===== config.mk =====
export PLATFORM = sky130hd
export DESIGN_NAME = fcims_bill_ctrl
export DESIGN_NICKNAME = d
export VERILOG_FILES = /design/src/rtl/fcims_pkg.sv /design/src/rtl/fcims_discount.sv /design/src/rtl/fcims_bill_ctrl.sv
export SDC_FILE = /design/constraint.sdc
export NUM_CORES = 1
export LEC_CHECK = 0
export BUFFER_PORTS_ARGS = -buffer_cell sky130_fd_sc_hd__buf_2
export CAP_MARGIN = 0
export CORE_UTILIZATION = 35
export CTS_BUF_LIST = sky130_fd_sc_hd__clkbuf_4
export DETAILED_ROUTE_END_ITERATION = 6
export PLACE_DENSITY_LB_ADDON = 0.3
export RECOVER_POWER = 25
export SKIP_LAST_GASP = 1
export SYNTH_ARGS = -nofsm -noshare
export SYNTH_HDL_FRONTEND = slang
export SYNTH_HIERARCHICAL = 1
export SYNTH_SLANG_ARGS = --single-unit

===== constraint.sdc =====
create_clock -name clk -period 5.8 [get_ports clk]
set_input_delay 1.74 -clock clk [delete_from_list [all_inputs] [get_ports clk]]
set_output_delay 1.74 -clock clk [all_outputs]
set_load 0.005 [all_outputs]

===== src/rtl/fcims_pkg.sv =====
// Shared types and constants for the FCIMS billing controller.
package fcims_pkg;

    localparam int TOTAL_W_DEF = 12;

    typedef enum logic [1:0] {
        IDLE  = 2'd0,
        ACCUM = 2'd1,
        BILL  = 2'd2
    } bill_state_t;

    localparam logic [1:0] ERR_QTY_ZERO = 2'd0;
    localparam logic [1:0] ERR_SHORT    = 2'd1;
    localparam logic [1:0] ERR_CT_OVF   = 2'd2;
    localparam logic [1:0] ERR_LIMIT    = 2'd3;

endpackage


===== src/rtl/fcims_discount.sv =====
// Combinational bulk discount: totals at or above the threshold lose one eighth.
module fcims_discount #(
    parameter int TOTAL_W     = fcims_pkg::TOTAL_W_DEF,
    parameter int DISC_THRESH = 100
) (
    input  logic [TOTAL_W-1:0] total,
    output logic [TOTAL_W-1:0] amt
);

    localparam logic [TOTAL_W-1:0] THRESH = TOTAL_W'(DISC_THRESH);

    always_comb begin
        amt = total;
        if (total >= THRESH) amt = total - (total >> 3);
    end

endmodule


===== src/rtl/fcims_bill_ctrl.sv =====
// Order billing controller: accumulates sale lines, tracks stock, issues a bill.
// Build option: FCIMS_DISCOUNT_EN enables the bulk discount on the bill amount.
//
// state | meaning
// IDLE  | no open order, items accepted
// ACCUM | order open, sales accumulating, checkout accepted
// BILL  | bill presented, waiting for bill_ready
module fcims_bill_ctrl
    import fcims_pkg::*;
#(
    parameter int TOTAL_W     = TOTAL_W_DEF,
    parameter int MAX_LINES   = 8,
    parameter int DISC_THRESH = 100
) (
    input  logic               clk,
    input  logic               rst_n,
    input  logic               item_valid,
    output logic               item_ready,
    input  logic               item_ctrl,
    input  logic [3:0]         item_qty,
    input  logic [7:0]         fprice,
    input  logic [3:0]         new_ct,
    output logic [3:0]         ct,
    input  logic               checkout,
    output logic               bill_valid,
    input  logic               bill_ready,
    output logic [TOTAL_W-1:0] bill_amt,
    output logic               err,
    output logic [1:0]         err_code,
    output logic [3:0]         line_cnt
);

    bill_state_t        state;
    logic [TOTAL_W-1:0] total;

    logic               xfer;
    logic               rej;
    logic [1:0]         rej_code;
    logic               accept;
    logic               sale_ok;
    logic [TOTAL_W:0]   sum;
    logic [4:0]         ct_sum;
    logic [TOTAL_W-1:0] total_upd;
    logic [TOTAL_W-1:0] bill_next;

    assign item_ready = (state != BILL);

    always_comb begin
        xfer     = item_valid && item_ready;
        sum      = {1'b0, total} + (TOTAL_W + 1)'(fprice);
        ct_sum   = {1'b0, ct} + {1'b0, item_qty};
        rej      = 1'b0;
        rej_code = ERR_QTY_ZERO;
        if (xfer) begin
            if (item_qty == 4'd0) begin
                rej      = 1'b1;
                rej_code = ERR_QTY_ZERO;
            end else if (item_ctrl && (item_qty > ct)) begin
                rej      = 1'b1;
                rej_code = ERR_SHORT;
            end else if (!item_ctrl && (ct_sum > 5'd15)) begin
                rej      = 1'b1;
                rej_code = ERR_CT_OVF;
            end else if (item_ctrl && (sum[TOTAL_W] || (line_cnt == 4'(MAX_LINES)))) begin
                rej      = 1'b1;
                rej_code = ERR_LIMIT;
            end
        end
        accept    = xfer && !rej;
        sale_ok   = accept && item_ctrl;
        total_upd = sale_ok ? sum[TOTAL_W-1:0] : total;
    end

`ifdef FCIMS_DISCOUNT_EN
    fcims_discount #(
        .TOTAL_W     (TOTAL_W),
        .DISC_THRESH (DISC_THRESH)
    ) u_discount (
        .total (total_upd),
        .amt   (bill_next)
    );
`else
    assign bill_next = total_upd;
`endif

    always_ff @(posedge clk) begin
        if (!rst_n) begin
            state      <= IDLE;
            ct         <= 4'd0;
            total      <= '0;
            line_cnt   <= 4'd0;
            bill_valid <= 1'b0;
            bill_amt   <= '0;
            err        <= 1'b0;
            err_code   <= ERR_QTY_ZERO;
        end else begin
            err <= 1'b0;
            if (rej) begin
                err      <= 1'b1;
                err_code <= rej_code;
            end
            if (accept) ct <= new_ct;
            if (sale_ok) begin
                total    <= total_upd;
                line_cnt <= line_cnt + 4'd1;
            end
            case (state)
                IDLE: begin
                    if (sale_ok) state <= ACCUM;
                end
                ACCUM: begin
                    // Same-cycle sale is already folded into total_upd / bill_next.
                    if (checkout) begin
                        state      <= BILL;
                        bill_valid <= 1'b1;
                        bill_amt   <= bill_next;
                    end
                end
                BILL: begin
                    if (bill_ready) begin
                        state      <= IDLE;
                        total      <= '0;
                        line_cnt   <= 4'd0;
                        bill_valid <= 1'b0;
                        bill_amt   <= '0;
                    end
                end
                default: state <= IDLE;
            endcase
        end
    end

endmodule


==> flow_summary.json, run 1 <==
{
  "cts-resized-gates": 0,
  "cts-buffers-inserted": 5,
  "die_h_um": 77.8,
  "ir_drop_uv": 150,
  "hold_buffers": 0,
  "final_cell_mix": "44 x buf_2, 38 x dfxtp_1, 28 x nor2_1",
  "vias_per_cell": 4.91,
  "place_inst": 340,
  "crit_chain": "buf_2, ha_1, inv_1, fa_1, nor2b_1, o31ai_4, nor3_2, nor3b_4, nand2_2, mux2_2, o21ai_0",
  "clk_latency_ps": 350,
  "drc_errors": 0,
  "synth_area_leaders": "dfxtp_1 38%, ha_1 11%, o21ai_0 5.7%",
  "ys_seq_area_frac": 0.378,
  "drt-total-wl_mm": 4.12,
  "setup_slack_ps": 2090,
  "fmax_mhz": 270,
  "fp-row-count": 27,
  "maxSlewViolCount": 0,
  "netlist_instances": 226,
  "slowest_delay_ps": 400,
  "synth.distinct_cells": 41,
  "grt_pass1_wl_mm": 7.11,
  "synth_nets": 267,
  "rsz0062_at_grt": "no",
  "worst_ep_arrival_time_ps": 3980,
  "drtIter0Drc": 56,
  "finalClockSkew_ps": 11.8,
  "cap_violations": 0,
  "endpoint_kind": "register",
  "portBuffers": 46,
  "num-nets-final": 316,
  "grt_use_total": 0.150,
  "postCtsSetupBuffers": 0,
  "avgSynthCellArea_um2": 8.91,
  "finalCoreUtilization": 0.431,
  "cp.required_ps": 6080,
  "dp_hpwl_mm": 3.22,
  "die-width_um": 77.8,
  "period_needed_ps": 3710,
  "clock_path_buffers": 2,
  "cp_slowest_cell": "fa_1",
  "top_level_ports": 47,
  "grt_max_degree": 18,
  "synth-seq-cells": 38,
  "dp_slack_ps": 1680,
  "path_delay_family": "simple AND/OR/NAND/NOR gates",
  "syn_area_mm2": 0.00201,
  "power.density_mw_per_mm2": 230,
  "wl_per_cell_um": 11.8,
  "cp-start-kind": "input pin",
  "fin_cells": 348,
  "cp_max_fo": 11,
  "place.gp.congestion": 0.827,
  "areaGrowthSynthToFinish_pct": 18.7,
  "max-slew-margin-rel": 0.436,
  "h-tree-depth": 2,
  "synth_top_area_share": 0.378,
  "yosys_warnings": 6,
  "antenna_found_initial": 0,
  "drt_first_pass_iters": 4,
  "grt-ovfl-total": 0,
  "cts_tree": "built",
  "path_clk_slew_ps": 120,
  "status": "finished, final reports clean",
  "core_mm2": 0.00554,
  "num_vias": 1710,
  "finalCritPeriodShare": 0.639,
  "ant_nets": 0,
  "leakagePower_nw": 1.12,
  "finalHoldViolations": 0,
  "critPathKind": "input pin to register",
  "root_buffer": "clkbuf_4",
  "final_common_cell": "buf_2",
  "diodes": 0,
  "start_util": 0.363,
  "min_path_type": "register to register",
  "tns_ps": 0,
  "finalSetupViolCount": 0,
  "drive_gt1_frac": 0.225,
  "dieArea_mm2": 0.00606,
  "max_slew.worst_pin.slew_ps": 842,
  "clock_sinks": 38,
  "synth_top_cell_by_area": "dfxtp_1",
  "timing.hold.ws_ps": 461,
  "first_global_vias": 1619,
  "critPathBufInv": 2
}
kinds of logic after synthesis:
| group | after synthesis | share of synthesized area |
|---|---|---|
| and+or+nand+nor | 79 | 0.193 |
| AOI/OAI and AO/OA | 50 | 0.160 |
| DFF | 38 | 0.378 |
| adders and majority gates | 19 | 0.126 |
| buffers and inverters | 17 | 0.0354 |
| xor gates and xnor gates | 12 | 0.0522 |
| muxes | 11 | 0.0559 |
final cells by class:
class / instances / area, µm²
well taps: 72 / 90.1
repair buffers: 47 / 235
flip-flops and latches: 38 / 761
clock buffers: 5 / 37.5
inverters: 12 / 45.0
clock inverters: 3 / 40.0
multi-input cells: 171 / 1180
fillers: 564 / 3150
routing by layer:
layer / GRT usage / part of all wire
met1: 0.180 / 0.48
met2: 0.246 / 0.46
met3: 0.0400 / 0.048
met4: 0.0698 / 0.012
met5: 0 / 0
cells in the mapped netlist:
| cell | n |
|---|---|
| dfxtp_1 | 38 |
| nor2_1 | 28 |
| nand2_1 | 23 |
| o21ai_0 | 23 |
| ha_1 | 17 |
| inv_1 | 12 |
| mux2i_1 | 9 |
| nand3_1 | 7 |
| xnor2_1 | 7 |
| a21oi_1 | 6 |
| o21a_1 | 5 |
| xor2_1 | 5 |
| clkbuf_1 | 4 |
| nor3_1 | 3 |
| o211a_1 | 3 |
| a211oi_1 | 2 |
| and2_1 | 2 |
| fa_1 | 2 |
| mux2_2 | 2 |
| nand2b_1 | 2 |
| nand4_1 | 2 |
| nor2b_1 | 2 |
| nor3_2 | 2 |
| o21ai_1 | 2 |
| o21bai_1 | 2 |
| a21o_1 | 1 |
| and3_1 | 1 |
| and3b_1 | 1 |
| and4_1 | 1 |
| buf_6 | 1 |
| nand2_2 | 1 |
| nand4b_1 | 1 |
| nor3b_2 | 1 |
| nor3b_4 | 1 |
| nor4_1 | 1 |
| o2111ai_1 | 1 |
| o21ba_2 | 1 |
| o22ai_1 | 1 |
| o31ai_1 | 1 |
| o31ai_4 | 1 |
| o41ai_1 | 1 |
state kept, by name (all words and copies together), names as in the netlist:
name	count
bill_amt	12
total	12
line_cnt	4
bill_valid	1
err	1
err_code	2
state	2
ct	4
worst reg2reg max path, stage by stage (launching register included):
cell and delay (ps):
dfxtp_1 350, ha_1 190, inv_1 60, fa_1 400
nor2b_1 260, o31ai_4 90, nor3_2 210, nor3b_4 120
nand2_2 290, mux2_2 400, o21ai_0 150
power by group:
group          internal (mW)  switching [mW]  leakage, nW  total [mW]
Sequential             0.270         0.00630        0.308       0.277
Clock                 0.0893          0.0878       0.0450       0.177
Combinational         0.0425          0.0525        0.770      0.0950
per-stage QoR:
step	area, µm²	total power, mW
after floorplan	2010	0.350
after global placement	2310	0.376
after detailed placement	2310	0.378
after CTS	2390	0.558
after global routing	2390	0.583
final	2390	0.549
final timing paths:
path | from | to | slack, ps | depth (start not counted)
worst max-delay path | fprice[0] | bill_amt[1] | 2090 | 11
worst max register to register | total[0] | bill_amt[1] | 3210 | 10
worst min-delay path | bill_amt[6] | bill_amt[6] | 460 | 2
worst min register to register | bill_amt[6] | bill_amt[6] | 460 | 2
Note: power is estimated with default switching activity, not from simulation.
==> run 2, diff against run 1 <==
==> constraint.sdc (replaced) <==
create_clock -name clk -period 3 [get_ports clk]
set_input_delay 0.9 -clock clk [delete_from_list [all_inputs] [get_ports clk]]
set_output_delay 0.9 -clock clk [all_outputs]
set_load 0.005 [all_outputs]
==> run 2 against run 1 <==
Effect of this change: first-iteration DRC count rose by 32%; register-to-register slack got worse by 2700 ps; via count rose by 0.94%; combinational power rose by 110%; worst hold slack improved by 6.8 ps; die area did not move; utilization rose by 1.7 points; design area rose by 3.9%; worst setup slack got worse by 1800 ps.
==> flow_summary.json, run 2 (synthesized netlist as in run 1, its figures left out) <==
{
  "finalHoldViolations": 0,
  "finalCritPeriodShare": 0.905,
  "leakagePower_nw": 1.17,
  "cp-start-kind": "input pin",
  "die-width_um": 77.8,
  "path_clk_slew_ps": 120,
  "core_mm2": 0.00554,
  "hold_buffers": 0,
  "root_buffer": "clkbuf_4",
  "grt_pass1_wl_mm": 7.34,
  "place.gp.congestion": 0.807,
  "power.total_mw": 1.08,
  "drt-total-wl_mm": 4.27,
  "multi_input_area_mm2": 0.00118,
  "final-seq-area_um2": 761,
  "max_slew.worst_pin.slew_ps": 423,
  "grt-ovfl-total": 0,
  "dp_hpwl_mm": 3.30,
  "min_path_type": "register to register",
  "portBuffers": 46,
  "dp_slack_ps": -123,
  "postCtsSetupBuffers": 0,
  "clock_sinks": 38,
  "clock_path_buffers": 2,
  "drive_gt1_frac": 0.246,
  "drc_errors": 0,
  "dieArea_mm2": 0.00606,
  "final_common_cell": "buf_2",
  "areaGrowthSynthToFinish_pct": 23.3,
  "filler_cell_count": 584,
  "worst_ep_arrival_time_ps": 2950,
  "setup_slack_ps": 284,
  "antenna_found_initial": 0,
  "power.density_mw_per_mm2": 435,
  "num_vias": 1726,
  "start_util": 0.363,
  "fmax_mhz": 368,
  "fp-row-count": 27,
  "diodes": 0,
  "endpoint_kind": "register",
  "largestRegisters": "bill_amt: 12 flops, total: 12 flops",
  "cts-resized-gates": 0,
  "vias_per_cell": 4.78,
  "ant_nets": 0,
  "tns_ps": 0,
  "cp.required_ps": 3230,
  "finalClockSkew_ps": 8.63,
  "grt_use_total": 0.156,
  "status": "finished, final reports clean",
  "period_needed_ps": 2720,
  "h-tree-depth": 2,
  "cts_tree": "built",
  "first_global_vias": 1655,
  "drtIter0Drc": 74,
  "rsz0062_at_grt": "no",
  "cp_max_fo": 8,
  "finalSetupViolCount": 0,
  "drt_first_pass_iters": 4,
  "ir_drop_uv": 233,
  "num-nets-final": 329,
  "top_level_ports": 47,
  "critPathKind": "input pin to register",
  "wl_per_cell_um": 11.8,
  "maxSlewViolCount": 0,
  "max-slew-margin-rel": 0.717,
  "clk_latency_ps": 350,
  "final_cell_mix": "40 x buf_2, 38 x dfxtp_1, 28 x nor2_1",
  "cap_violations": 0,
  "grt_max_degree": 19,
  "cts-buffers-inserted": 5,
  "die_h_um": 77.8
}
## run 2: metal layers
layer | track usage | routed length, µm | part of all wire
met1 | 0.184 | 1980 | 0.46
met2 | 0.260 | 2040 | 0.48
met3 | 0.0541 | 208 | 0.049
met4 | 0.0585 | 42 | 0.0098
met5 | 0 | 0 | 0
## run 2: per-stage QoR
stage | utilization | cells | hold slack, ps | cell area [µm²]
after floorplan | - | 226 | 424 | 2010
after global placement | 0.435 | 353 | 439 | 2410
after detailed placement | 0.435 | 353 | 446 | 2410
after CTS | 0.449 | 361 | 474 | 2490
after global routing | 0.448 | 361 | 502 | 2480
final | 0.448 | 361 | 468 | 2480
## run 2: final timing paths
kind | to | slack, ps | cells past startpoint | start
setup reg to reg | bill_amt[7] | 560 | 11 | total[0]
hold / removal | bill_amt[9] | 470 | 2 | bill_amt[9]
setup / recovery | bill_amt[7] | 280 | 12 | fprice[0]
hold reg to reg | bill_amt[9] | 470 | 2 | bill_amt[9]
## run 2: worst max-delay path, cell delays in order
cell	delay, ps
buf_2	90
ha_1	170
inv_1	60
fa_1	380
nor2b_1	260
o31ai_4	90
nor3_2	220
nor3b_4	90
nand2_2	180
buf_4	170
mux2i_1	210
o21ai_0	120
## run 2: area by class of cell
class,instances,share of cell area
well taps,72,0.0363
flip-flops and latches,38,0.306
clock buffers,5,0.0151
clock inverters,3,0.0161
multi-input cells,171,0.476
repair buffers,60,0.132
inverters,12,0.0181
## run 2: where the power goes
part	total, mW	internal [mW]	switching [mW]
registers	0.535	0.523	0.0126
clock network	0.346	0.173	0.173
logic	0.198	0.0953	0.103
